**src/rtl/fetch_pkg.sv**
```systemverilog
// Shared definitions for the fetch stage and its control slice.
package fetch_pkg;

  localparam int PC_W    = 8;
  localparam int INSTR_W = 16;
  localparam logic [INSTR_W-1:0] NOP = 16'h0000;

  // Sequencer FSM encoding, kept as plain 2-bit constants for legacy tools.
  typedef logic [1:0] fsm_state_t;
  localparam fsm_state_t ST_RUN      = 2'd0;
  localparam fsm_state_t ST_LU_STALL = 2'd1;
  localparam fsm_state_t ST_HALT     = 2'd2;
  localparam fsm_state_t ST_STEP     = 2'd3;

endpackage

```
**src/rtl/sat_counter.sv**
```systemverilog
// Saturating up-counter with synchronous clear; holds at all-ones.
module sat_counter #(
  parameter int CNT_W = 16
) (
  input  logic             clk,
  input  logic             reset,
  input  logic             inc,
  input  logic             clr,
  output logic [CNT_W-1:0] q
);

  // NOTE: sequential state uses non-blocking assignments so every flop
  // samples the pre-edge values regardless of block ordering.
  always_ff @(posedge clk or posedge reset) begin
    if (reset) begin
      q <= '0;
    end else if (clr) begin
      q <= '0;
    end else if (inc && (q != {CNT_W{1'b1}})) begin
      q <= q + 1'b1;
    end
  end

endmodule

```
**src/rtl/fetch_sequencer.sv**
```systemverilog
// Fetch-stage control: merges redirect, load-use, memory-busy and debug
// requests into stall/flush/redirect controls, and counts stall/flush events.
module fetch_sequencer #(
  parameter int PC_W        = fetch_pkg::PC_W,
  parameter int FLUSH_EXTRA = 1,
  parameter int LU_STALL    = 1,
  parameter int CNT_W       = 16
) (
  input  logic             clk,
  input  logic             reset,
  input  logic             branch_taken,
  input  logic [PC_W-1:0]  branch_addr,
  input  logic             load_use,
  input  logic             mem_busy,
  input  logic             halt_req,
  input  logic             resume,
  input  logic             step,
  output logic             stall,
  output logic             flush,
  output logic             PC_sel,
  output logic [PC_W-1:0]  branch_target,
  output logic             flush_id,
  output logic             halted,
  output logic [CNT_W-1:0] stall_cnt,
  output logic [CNT_W-1:0] flush_cnt
);

  import fetch_pkg::*;

  localparam logic [2:0] LU_INIT = 3'(LU_STALL - 1);
  localparam logic [1:0] FL_INIT = 2'(FLUSH_EXTRA);

  fsm_state_t state, state_nxt;
  // lu_cnt = load-use stall cycles still owed after the current one.
  logic [2:0] lu_cnt, lu_cnt_nxt;
  logic [1:0] fl_cnt, fl_cnt_nxt;

  // A redirect never stalls: the wrong-path work is squashed instead.
  always_comb begin
    // NOTE: default assignment first so no path leaves stall unassigned
    // (which would infer a latch).
    stall = 1'b0;
    if (branch_taken) begin
      stall = 1'b0;
    end else if (mem_busy) begin
      stall = 1'b1;
    end else begin
      case (state)
        ST_RUN:      stall = load_use;
        ST_LU_STALL: stall = 1'b1;
        ST_HALT:     stall = 1'b1;
        default:     stall = 1'b0;
      endcase
    end
  end

  assign PC_sel        = branch_taken;
  assign flush         = branch_taken;
  assign branch_target = branch_taken ? branch_addr : '0;
  assign flush_id      = branch_taken | (fl_cnt != 2'd0);
  assign halted        = (state == ST_HALT);

  always_comb begin
    state_nxt  = state;
    lu_cnt_nxt = lu_cnt;
    fl_cnt_nxt = (fl_cnt != 2'd0) ? fl_cnt - 2'd1 : 2'd0;

    if (branch_taken) begin
      fl_cnt_nxt = FL_INIT;
      lu_cnt_nxt = 3'd0;
      case (state)
        ST_LU_STALL: state_nxt = ST_RUN;
        ST_STEP:     state_nxt = ST_HALT;
        default:     state_nxt = state;
      endcase
    end else if (!mem_busy) begin
      case (state)
        ST_RUN: begin
          if (halt_req) begin
            state_nxt = ST_HALT;
          end else if (load_use) begin
            // A single-cycle stall is fully served in this RUN cycle.
            lu_cnt_nxt = LU_INIT;
            if (LU_INIT != 3'd0) state_nxt = ST_LU_STALL;
          end
        end
        ST_LU_STALL: begin
          if (halt_req) begin
            state_nxt  = ST_HALT;
            lu_cnt_nxt = 3'd0;
          end else begin
            lu_cnt_nxt = lu_cnt - 3'd1;
            if (lu_cnt == 3'd1) state_nxt = ST_RUN;
          end
        end
        ST_HALT: begin
          if (resume)    state_nxt = ST_RUN;
          else if (step) state_nxt = ST_STEP;
        end
        default: state_nxt = ST_HALT;
      endcase
    end
  end

  always_ff @(posedge clk or posedge reset) begin
    if (reset) begin
      state  <= ST_RUN;
      lu_cnt <= 3'd0;
      fl_cnt <= 2'd0;
    end else begin
      state  <= state_nxt;
      lu_cnt <= lu_cnt_nxt;
      fl_cnt <= fl_cnt_nxt;
    end
  end

  sat_counter #(.CNT_W(CNT_W)) u_stall_cnt (
    .clk   (clk),
    .reset (reset),
    .inc   (stall),
    .clr   (1'b0),
    .q     (stall_cnt)
  );

  sat_counter #(.CNT_W(CNT_W)) u_flush_cnt (
    .clk   (clk),
    .reset (reset),
    .inc   (branch_taken),
    .clr   (1'b0),
    .q     (flush_cnt)
  );

endmodule

```
**config.mk**
```make
export PLATFORM = sky130hd
export DESIGN_NAME = fetch_sequencer
export DESIGN_NICKNAME = d
export VERILOG_FILES = /design/src/rtl/fetch_pkg.sv /design/src/rtl/sat_counter.sv /design/src/rtl/fetch_sequencer.sv
export SDC_FILE = /design/constraint.sdc
export NUM_CORES = 1
export LEC_CHECK = 0
export BUFFER_PORTS_ARGS = -buffer_cell sky130_fd_sc_hd__buf_2
export CAP_MARGIN = 10
export CELL_PAD_IN_SITES_DETAIL_PLACEMENT = 0
export CELL_PAD_IN_SITES_GLOBAL_PLACEMENT = 2
export CORE_UTILIZATION = 32
export DETAILED_ROUTE_END_ITERATION = 7
export GPL_TIMING_DRIVEN = 0
export PLACE_DENSITY_LB_ADDON = 0.1
export SYNTH_ARGS = -nofsm -noshare
export SYNTH_HDL_FRONTEND = slang
export SYNTH_SLANG_ARGS = --single-unit
```
**constraint.sdc**
```tcl
create_clock -name clk -period 2.1 [get_ports clk]
set_input_delay 0.315 -clock clk [delete_from_list [all_inputs] [get_ports clk]]
set_output_delay 0.315 -clock clk [all_outputs]
set_load 0.01 [all_outputs]
```
==> Word level (Yosys, flattened, before mapping) <==
Index checks and enable logic that the tools add are counted.
{ "totals": {"ff_bits": 39, "in_bits": 16, "out_inout_bits": 45, "wordCells": 52} }
{ "classes": {"n_addsub": 4, "muxes": 21, "n_reduce_logical": 8, "n_bitwise": 1, "n_eq_ne": 13} }
{ "op_table": {"columns": ["cell", "count"], "rows": [
  ["adder 16 x 1 -> 16 bit (second input constant)", 2],
  ["inequality test 16 bit (second input constant)", 2],
  ["2-to-1 mux 2 bit", 9],
  ["2-to-1 mux 3 bit", 5],
  ["inequality test 3 bit (second input constant)", 3],
  ["2-to-1 mux 8 bit", 1],
  ["inequality test 4 bit (second input constant)", 2],
  ["case mux 2 bit (3 select lines)", 1],
  ["case mux 3 bit (2 select lines)", 1],
  ["AND reduction 5 bit", 1],
  ["== test 2 bit (second input constant)", 2],
  ["case mux 2 bit (2 select lines)", 1],
  ["AND reduction 4 bit", 1],
  ["== test 3 x 1 -> 1 bit (second input constant)", 1],
  ["inequality test 3 x 1 -> 1 bit (second input constant)", 1],
  ["nonzero test 3 bit", 1],
  ["subtractor 3 x 1 -> 3 bit (second input constant)", 1],
  ["== test 2 x 1 -> 1 bit (second input constant)", 1],
  ["logical AND 1 bit", 2],
  ["zero test 2 bit", 1],
  ["2-to-1 mux 1 bit", 2],
  ["inequality test 2 bit (second input constant)", 1],
  ["case mux 1 bit (2 select lines)", 1],
  ["nonzero test 2 bit", 1],
  ["3 further kinds", 3]
]} }

==> Depth between registers and ports, before layout <==
{ "depth": {"depth_word": 6, "mapped_depth": 7, "mapped_depth_nobuf": 6} }

==> By module <==
From an unflattened synthesis, not the netlist that was laid out.
{ "hier_totals": {"hier_cells": 275, "area_unflattened_um2": 2451.1} }
{ "modules_own_cells": {"columns": ["mod", "instances", "area_each_um2", "cells_each", "seq_area_each_um2"], "rows": [
  ["sat_counter", 2, 932.1, 101, 400.4],
  ["fetch_sequencer", 1, 586.8, 73, 175.2]
]} }

==> Worst setup path before layout <==
No wires, ideal clock.
{ "synth_path": {"kind": "register to register", "start": "register state[0]", "end": "register u_stall_cnt.q[2]", "t_arrival_ns": 1.737, "path_stages_with_launch": 8, "synth_period_minus_slack_ns": 1.865, "path_slack_ns": 0.235, "setup_ns": 0.128, "t_required_ns": 1.972, "path_buffers": 1, "cell_sequence": "dfrtp_1 inv_1 ha_1 a211oi_1 nor3_2 clkbuf_1 o211ai_1 xnor2_1"} }
{ "synth_via": {"elab_chain_cells": 6, "elab_cells_between_ends": 8, "classes_between": "2 x eq/ne; 3 x mux; 3 x reduce/logical"} }
{ "synth_lines": {"columns": ["item", "line", "rtl"], "rows": [
  ["start, declared", "fetch_sequencer.sv:33", "fsm_state_t state, state_nxt;"],
  ["start signal, assigned", "fetch_sequencer.sv:111", "state <= state_nxt;"],
  ["== test 2 bit / == test 2 x 1 -> 1 bit (equally long branches)", "fetch_sequencer.sv:48", "case (state)"],
  ["OR reduction 2 bit (no line)", null, null],
  ["case mux 1 bit (2 select lines) (*)", "fetch_sequencer.sv:48", null],
  ["2-to-1 mux 1 bit (*)", "fetch_sequencer.sv:45", "end else if (mem_busy) begin"],
  ["2-to-1 mux 1 bit (*)", "fetch_sequencer.sv:43", "if (branch_taken) begin"],
  ["net stall", "fetch_sequencer.sv:18", "output logic stall,"],
  ["logical AND 1 bit (*)", "sat_counter.sv:19", "end else if (inc && (q != {CNT_W{1'b1}})) begin"],
  ["end signal, assigned", "sat_counter.sv:20", "q <= q + 1'b1;"],
  ["end, declared", "sat_counter.sv:9", "output logic [CNT_W-1:0] q"]
]} }
Mark *: on every way through the listed nets, which the timed path passes. The rest lies on a longest branch.
A chain may end at the register's enable or synchronous reset.

==> Worst setup path after layout <==
{ "layout_path": {"start": "register state[0]", "end": "output stall"} }
{ "layout_via": {"elab_chain_cells": 5, "elab_cells_between_ends": 7, "classes_between": "2 x eq/ne; 3 x mux; 2 x reduce/logical"} }
{ "layout_lines": {"columns": ["item", "line"], "rows": [
  ["== test 2 bit / == test 2 x 1 -> 1 bit (equally long branches)", "fetch_sequencer.sv:48"],
  ["OR reduction 2 bit (no line)", null],
  ["case mux 1 bit (2 select lines) (*)", "fetch_sequencer.sv:48"],
  ["2-to-1 mux 1 bit (*)", "fetch_sequencer.sv:45"],
  ["2-to-1 mux 1 bit (*)", "fetch_sequencer.sv:43"],
  ["end, declared", "fetch_sequencer.sv:18"]
]} }
Every way passes the cells marked *; elsewhere a longest branch is shown, timed or not.

==> metrics.md <==
| Metric | Value |
|---|---|
| Yosys warning count | 0 |
| Crit path cell chain | buf_4 -> ha_1 -> nor2b_1 -> nor3_2 -> clkbuf_8 -> buf_2 |
| Mapped Nets | 245 |
| Tmin final | 2.00 ns |
| Core area | 6790 µm² |
| Worst EP required | 1.78 ns |
| CP Class | reg -> out |
| WHS | 0.184 ns |
| Combinational Power Share | 0.347 |
| Post-synthesis sequential area ratio | 0.434 |
| Kind of end point of the critical path | output port |
| Crit path max fanout | 10 |
| Synthesized area | 2250 µm² |
| Port bufs | 60 |
| Synthesized flop and latch total | 39 |
| CTS buffer count | 5 |
| Leak | 0.00136 µW |
| Chip width | 85.8 µm |
| Status | complete, no violations |
| Post-Syn Instances | 220 |
| # rows | 30 |
| Non-Filler Instances | 388 |
| Final WL | 4860 µm |
| Die Area | 7360 µm² |
| Fin. Hold Viols | 0 |
| Pre-CTS setup slack | -0.112 ns |
| Final TNS setup | 0 ns |
| Layout fillers | 686 |
| Critical path arrival | 1.69 ns |
| First-pass GRT wire length | 8140 µm |
| Seq pwr share | 0.452 |
| Period utilization | 0.953 |
| Worst clock skew | 0.00731 ns |
| Clock slew at reported path FFs | 0.08 ns |
| Synth-to-Final Area Change | 25.3% |
| Wire per inst | 12.5 µm |
| Final WS setup | 0.0992 ns |
| Min-delay worst type | in -> async |
| Int Power | 1550 µW |
| Routed Antenna Nets | 0 |
| Die H | 85.8 µm |
| Maxcap violations | 0 |
| H-tree level count | 2 |
| # diodes | 0 |
| Layout cells sized above 1 | 0.332 |
| Io pins | 61 |
| Initial core utilization | 0.331 |
| Layout Nets | 316 |
| Slew margin rel. | 0.452 |
| DR iter-0 viols | 103 |
| DR pass1 iterations | 4 |
| Pins Over Slew Limit | 0 |
| Clock Sink Count | 39 |
| Syn Area/Cell | 10.2 µm² |
| Congestion Overflow GR | 0 |
| Fmax | 0.500 GHz |
| Final GP Congestion | 0.708 |
| Peak VDD IR | 0.000513 V |
| Leading cell type in the layout, fill and taps excluded | buf_2 |
| Worst-Margin Slew | 0.821 ns |
| Clk_lat worst skew | 0.29 ns |
| CTS tree | yes |
| Post-DR vias/cell | 4.69 |
| Total track usage | 0.140 |
| Clock Power Share | 0.202 |
| Inst Count DP | 376 |
| Final design utilization | 0.415 |
| Crit-path max cell delay | 0.39 ns |
| Pwr dens | 870 nW/µm² |
| Net Switching | 902 µW |
| Antenna violations before repair | 0 |
| Yosys cell types | 44 |
| Vias in the first global route | 1682 |
| DRC violations left | 0 |
| Slowest CP cell | dfrtp_1 |
| Most frequent cells in the layout | buf_2 (60), dfrtp_1 (39), xnor2_1 (17) |
| Dpl hpwl | 3560 µm |
| Max clock buf depth | 2 |
| Setup violations, final | 0 |
| Sw frac | 0.368 |
| DR vias | 1819 |
| Largest net degree at the start of global routing | 40 |
| Nature of the critical path startpoint | flip-flop |
| Clock root buffer | clkbuf_8 |
per-stage QoR:
stage	instance area [µm²]	power [µW]
2_1_floorplan	2250	1610
3_3_place_gp	2670	1910
3_5_place_dp	2670	1910
4_1_cts	2770	2450
5_1_grt	2820	2640
6_report	2820	2450
sequential cells by signal, summed over array words and instances, names as in the netlist:
signal and flops:
u_flush_cnt.q 16, u_stall_cnt.q 16, lu_cnt 3, fl_cnt 2, state 2
logic make-up after synthesis:
family / share of synthesized area
AOI/OAI and AO/OA: 0.0529
buffers and inverters: 0.0468
xor gates and xnor gates: 0.101
muxes: 0.0484
adders and majority gates: 0.0501
DFF: 0.434
and+or+nand+nor: 0.266
power by group through the flow:
stage	Clock [µW]	Sequential [µW]	Combinational [µW]
after floorplan	0	1150	467
after global placement	0	1130	788
after detailed placement	0	1120	789
after CTS	534	1110	809
after global routing	546	1140	960
final	494	1110	850
routing by layer:
layer  vias up  global-route usage  part of all wire
li1        910                   -                 -
met1       862               0.190              0.48
met2        43               0.228              0.48
met3         4              0.0289             0.038
met4         0              0.0409            0.0090
met5         -                   0                 0
path summary, 6_finish.rpt:
kind / from / to / cells past startpoint / slack, ns
worst max-delay path: state[0]$_DFFE_PP0P_ / stall / 6 / 0.1
worst min-delay path: reset / lu_cnt[2]$_DFFE_PP0P_ / 2 / 0.18
worst max register to register: u_stall_cnt.q[0]$_DFFE_PP0P_ / u_stall_cnt.q[1]$_DFFE_PP0P_ / 6 / 0.19
worst min register to register: u_stall_cnt.q[15]$_DFFE_PP0P_ / u_stall_cnt.q[15]$_DFFE_PP0P_ / 1 / 0.49
max in group asynchronous: reset / u_stall_cnt.q[15]$_DFFE_PP0P_ / 2 / 1.40
min in group clk: mem_busy / lu_cnt[2]$_DFFE_PP0P_ / 4 / 0.46
critical path, delay by kind of cell (launching register included):
family / cells / cell delay [ns]
simple gates: 2 / 0.32
buf+inv: 3 / 0.49
fa+ha+maj: 1 / 0.20
flops: 1 / 0.39
what timing repair did:
item,4_1_cts,5_1_grt
endpoints found under the setup margin,10,5
hold buffers,0,0
pin swaps,1,2
setup buffers,1,3
resized for setup,3,4
synth_stat cells:
cell type | instances | area, µm²
a211oi_1 | 1 | 7.51
a21o_1 | 3 | 22.5
a21oi_1 | 3 | 15.0
and2_1 | 9 | 56.3
and3_1 | 6 | 37.5
and4_1 | 4 | 35.0
buf_1 | 1 | 3.75
buf_4 | 2 | 15.0
buf_6 | 2 | 22.5
clkbuf_1 | 5 | 18.8
dfrtp_1 | 39 | 976
ha_1 | 9 | 113
inv_1 | 12 | 45.0
mux2_1 | 1 | 11.3
mux2_2 | 6 | 67.6
mux2i_1 | 3 | 30.0
nand2_1 | 10 | 37.5
nand2b_1 | 5 | 31.3
nand3_1 | 10 | 50.1
nand3_2 | 1 | 10.0
nand3b_1 | 1 | 7.51
nand4_1 | 15 | 93.8
nand4_2 | 1 | 12.5
nand4_4 | 1 | 21.3
nand4b_1 | 1 | 8.76
nor2_1 | 13 | 48.8
nor2b_1 | 1 | 6.26
nor3_1 | 7 | 35.0
nor3_2 | 1 | 10.0
nor3b_1 | 1 | 7.51
nor4_4 | 1 | 21.3
nor4b_1 | 1 | 8.76
nor4b_2 | 1 | 15.0
o211ai_1 | 5 | 37.5
o21a_1 | 1 | 7.51
o21ai_0 | 3 | 15.0
o21ai_1 | 1 | 5.00
o41ai_1 | 1 | 8.76
or2_2 | 2 | 12.5
or3_1 | 2 | 12.5
or3_2 | 1 | 7.51
or3_4 | 1 | 11.3
xnor2_1 | 17 | 149
xor2_1 | 9 | 78.8
area by class of cell:
| type | count | area, µm² | share of cell area |
|---|---|---|---|
| sequential | 39 | 976 | 0.347 |
| inverter | 12 | 45.0 | 0.0160 |
| clock buffer | 6 | 72.6 | 0.0258 |
| multi-input combinational | 159 | 1190 | 0.422 |
| clock inverter | 2 | 12.5 | 0.00444 |
| buffer | 10 | 70.1 | 0.0249 |
| timing repair buffer | 64 | 330 | 0.117 |
| tap | 96 | 120 | 0.0426 |
Note: power is estimated with default switching activity, not from simulation.
